## src/rtl/cont_mod_n.sv

```systemverilog
// cont_mod_n: N_DIG-digit up/down modulo counter, per-digit max and load clamp.
// Define CONT_SAT_EN to hold at terminal count instead of wrapping.
module cont_mod_n #(
  parameter int unsigned N_DIG = 2,
  parameter int unsigned WIDTH = 4,
  parameter logic [N_DIG*WIDTH-1:0] MAX_VEC = 8'h59
) (
  input  logic                   Clk,
  input  logic                   Rst_n,
  input  logic                   Load,
  input  logic                   Enable,
  input  logic                   Dir,
  input  logic [N_DIG*WIDTH-1:0] Valor,
  output logic [N_DIG*WIDTH-1:0] Cuenta,
  output logic [N_DIG-1:0]       DigTC,
  output logic                   TCO,
  output logic                   CEO
);

  logic [N_DIG*WIDTH-1:0] r_cnt;
  logic [N_DIG*WIDTH-1:0] w_ld;
  logic [N_DIG*WIDTH-1:0] w_step;
  logic [N_DIG-1:0]       w_carry;
  logic [N_DIG-1:0]       w_en;
  logic                   w_run;

  assign Cuenta = r_cnt;
  assign TCO    = &DigTC;
  assign CEO    = TCO & Enable;

`ifdef CONT_SAT_EN
  assign w_run = Enable & ~TCO;
`else
  assign w_run = Enable;
`endif

  // Ripple carry: a digit steps only when all lower digits are terminal.
  always_comb begin
    w_carry    = '0;
    w_carry[0] = 1'b1;
    for (int i = 1; i < N_DIG; i++)
      w_carry[i] = w_carry[i-1] & DigTC[i-1];
  end

  assign w_en = w_carry & {N_DIG{w_run}};

  for (genvar g = 0; g < N_DIG; g++) begin : g_dig
    logic [WIDTH-1:0] w_max;
    logic [WIDTH-1:0] w_cur;
    logic [WIDTH-1:0] w_val;
    logic [WIDTH-1:0] w_up;
    logic [WIDTH-1:0] w_dn;

    assign w_max = MAX_VEC[g*WIDTH +: WIDTH];
    assign w_cur = r_cnt[g*WIDTH +: WIDTH];
    assign w_val = Valor[g*WIDTH +: WIDTH];

    assign DigTC[g] = Dir ? (w_cur == w_max) : (w_cur == '0);

    // Above-max states wrap to 0 going up, decrement going down.
    assign w_up = (w_cur >= w_max) ? '0 : w_cur + WIDTH'(1);
    assign w_dn = (w_cur == '0) ? w_max : w_cur - WIDTH'(1);

    assign w_ld[g*WIDTH +: WIDTH] = (w_val > w_max) ? w_max : w_val;

    assign w_step[g*WIDTH +: WIDTH] =
      !w_en[g] ? w_cur : (Dir ? w_up : w_dn);
  end

  always_ff @(posedge Clk) begin
    if (!Rst_n)
      r_cnt <= '0;
    else if (Load)
      r_cnt <= w_ld;
    else
      r_cnt <= w_step;
  end

endmodule

```

## config.mk

```make
export PLATFORM = sky130hd
export DESIGN_NAME = cont_mod_n
export DESIGN_NICKNAME = d
export VERILOG_FILES = /design/src/rtl/cont_mod_n.sv
export SDC_FILE = /design/constraint.sdc
export NUM_CORES = 1
export LEC_CHECK = 0
export ABC_AREA = 1
export ABC_CLOCK_PERIOD_IN_PS = 2550
export BUFFER_PORTS_ARGS = -buffer_cell sky130_fd_sc_hd__buf_2
export CORE_MARGIN = 2
export CORE_UTILIZATION = 44
export DETAILED_ROUTE_END_ITERATION = 8
export PLACE_DENSITY_LB_ADDON = 0.12
export SYNTH_ARGS = -nofsm -noshare
export SYNTH_HDL_FRONTEND = slang
export SYNTH_SLANG_ARGS = --single-unit
```

## constraint.sdc

```tcl
create_clock -name Clk -period 2.55 [get_ports Clk]
set_clock_uncertainty 0.1 [all_clocks]
set_input_delay 0 -clock Clk [delete_from_list [all_inputs] [get_ports Clk]]
set_output_delay 0 -clock Clk [all_outputs]
set_load 0.01 [all_outputs]
```

==> results.py <==
metrics = {
    "setup_path": {
        "cp.arrival_ns": 1.72,
        "required_ns": 2.45,
        "path_cells": "inv_1 -> ha_1 -> nand3_1 -> nand2_1 -> o21ai_0 -> inv_1 -> nand2_1 -> inv_1 -> buf_2",
        "critPathKind": "reg -> out",
        "cpMostUsedCell": "inv_1",
        "start_kind": "flip-flop",
        "worstPathMaxFanout": 7,
        "max_stage_delay_ns": 0.46,
        "cp_slowest_cell": "dfxtp_1",
        "endpoint_kind": "output port",
    },
    "clock_network": {
        "clkTransAtPathRegs_ns": 0.05,
        "worstSkewPairLatency_ns": 0.25,
        "cts_buffer_depth": 2,
        "root_buffer": "clkbuf_4",
        "cts_sinks": 8,
        "htree_levels": 1,
        "cts_buffers": 3,
        "cts_tree": "yes",
        "cts_setup_buffers": 0,
    },
    "detailed_routing": {
        "drt_iter0_drc": 27,
        "wl_mm": 2.04,
        "drc": 0,
        "final_antenna_net_count": 0,
        "route.vias.total": 961,
        "drt_pass1_iterations": 4,
        "vias_per_cell": 4.98,
        "routedWlPerCell_um": 10.6,
    },
    "sta": {
        "maxSlewViolCount": 0,
        "period_needed_ns": 1.82,
        "period_share_pct": 71.5,
        "slew_headroom_pct": 67.9,
        "finalHoldViolCount": 0,
        "tightestPinTransition_ns": 0.481,
        "rsz0062_at_grt": "false",
        "tns_ns": 0,
        "clock.fmax_ghz": 0.548,
        "setup_violations": 0,
    },
    "die": {
        "die_w_um": 48.6,
        "initial_utilization_pct": 45.6,
        "ioPinCount": 25,
        "core_area_sq_um": 1920,
        "rows": 16,
        "dieArea_sq_um": 2370,
        "fp.dieH_um": 48.6,
    },
    "synth": {
        "synth_mux_area_share_pct": 0,
        "yosys.area.top_type_share_pct": 18.3,
        "synth_flop_cell": "dfxtp_1",
        "synthCells": 141,
        "synth_seq_cells": 8,
        "post_synth_and_or_nand_nor_area_fraction_pct": 42.7,
        "synth_area_leaders": "dfxtp_1 (18%), nand2_1 (15%), nand3_1 (10%)",
        "synth_top_family_by_area": "simple AND/OR/NAND/NOR gates",
        "synth-edff-count": 0,
        "synth_cell_types": 26,
        "synthArstFlopShare_pct": 0,
        "synth-adder-area-share_pct": 9.99,
        "avgSynthCellArea_sq_um": 6.22,
        "synth_compound_area_share_pct": 14.0,
        "netlist_area_sq_um": 877,
        "synth_nets": 161,
        "yosysSeqAreaShare_pct": 18.3,
        "yosys_warnings": 0,
        "yosysTopAreaCell": "dfxtp_1",
        "synth-xor-area-share_pct": 2.00,
    },
    "run": {
        "max_cap_violations": 0,
    },
    "status": {
        "run_status": "finished, final reports clean",
    },
    "finish": {
        "final_cell_mix": "nand2_1 (35), buf_2 (24), nand3_1 (18), inv_1 (16), nor2_1 (13)",
        "diodes": 0,
        "multi_input_area_sq_um": 602,
        "seqCellArea_sq_um": 160,
        "drive_gt1_share_pct": 22.9,
        "final_nets": 188,
        "final_common_cell": "nand2_1",
        "finalInstanceArea_sq_um": 1040,
        "largest_reg_flops": 8,
        "nFillCells": 216,
        "syn2layout_area_growth_pct": 18.4,
    },
    "place": {
        "dp_hpwl_mm": 1.63,
        "placed_area_sq_um": 996,
        "io_buffers": 24,
        "globalplace.congestion": 0.785,
    },
    "global_routing": {
        "grt_pass1_wl_mm": 3.56,
        "grt_pass1_vias": 859,
        "grt_max_degree": 11,
        "grt_antenna_before_repair": 0,
        "track_usage_pct": 18.4,
        "gr-total-overflow": 0,
    },
    "hold_path": {
        "hold_class": "in -> reg",
    },
    "power": {
        "ir_drop_mv": 0.279,
        "p_leak_uw": 0.000551,
        "p_per_area_nw_per_um2": 396,
    },
}
-- power by group --
part / switching [uW] / internal (uW)
registers: 22.1 / 134
clock network: 40.3 / 53.7
logic: 93.7 / 67.6
total: 156 / 256
-- Yosys cell counts, types with 2 or more instances --
library cell  instances
nand2_1              35
nand3_1              18
inv_1                16
nor2_1               13
a21oi_1              10
dfxtp_1               8
o21ai_0               8
ha_1                  7
inv_2                 4
nand4_1               3
buf_6                 2
o22ai_1               2
xnor2_1               2
-- path summary, 6_finish.rpt --
| kind | from | end | slack [ns] | depth (start not counted) |
|---|---|---|---|---|
| min reg2reg | Cuenta[7] | Cuenta[7] | 0.44 | 2 |
| min | Valor[1] | Cuenta[1] | 0.01 | 5 |
| max | Cuenta[4] | TCO | 0.73 | 9 |
| max reg2reg | Cuenta[0] | Cuenta[0] | 0.87 | 8 |
-- layer usage --
metal  global-route usage [%]  wire, um  up-vias  share of wire (%)
met3                     1.23       105        2                5.1
met4                     8.57        13        0               0.64
met2                     30.8       945       29                 46
met5                        0         0        -                  0
met1                     24.0       976      417                 48
li1                         -         -      513                  -
-- per-stage QoR --
stage / power (uW) / instances / hold WS, ns / utilization, % / worst slack [ns]
floorplan: 276 / 141 / -0.00237 / - / 0.979
global placement: 317 / 188 / 0.146 / 51.8 / 0.910
detailed placement: 318 / 188 / 0.149 / 51.8 / 0.882
CTS: 417 / 193 / 0.00551 / 54.0 / 0.722
global route: 450 / 193 / 0.0251 / 54.0 / 0.579
finish: 412 / 193 / 0.0122 / 54.0 / 0.726
-- cell families after synthesis --
| family | after synthesis |
|---|---|
| DFF | 8 |
| adders and majority gates | 7 |
| buffers and inverters | 25 |
| AOI/OAI and AO/OA | 23 |
| xor gates and xnor gates | 2 |
| and+or+nand+nor | 76 |
-- timing repair --
action                                 CTS  global route
hold buffers                             2             0
resized for setup                        0             0
setup endpoints to repair                0             0
endpoints found under the hold margin    3             0
-- critical path, delay by kind of cell, from the launching register on --
kind | cells | cell delay, ns
simple gates | 3 | 0.28
buf+inv | 4 | 0.38
flops | 1 | 0.46
fa+ha+maj | 1 | 0.23
compound gates | 1 | 0.12
-- final cells by class --
class                           count  share of cell area, %
Clock buffer                        3                   2.17
Inverter                           21                   7.71
Multi-Input combinational cell    108                   58.0
Sequential cell                     8                   15.4
Tap cell                           27                   3.25
Timing Repair Buffer               26                   13.5
(Power assumes the default switching activity.)
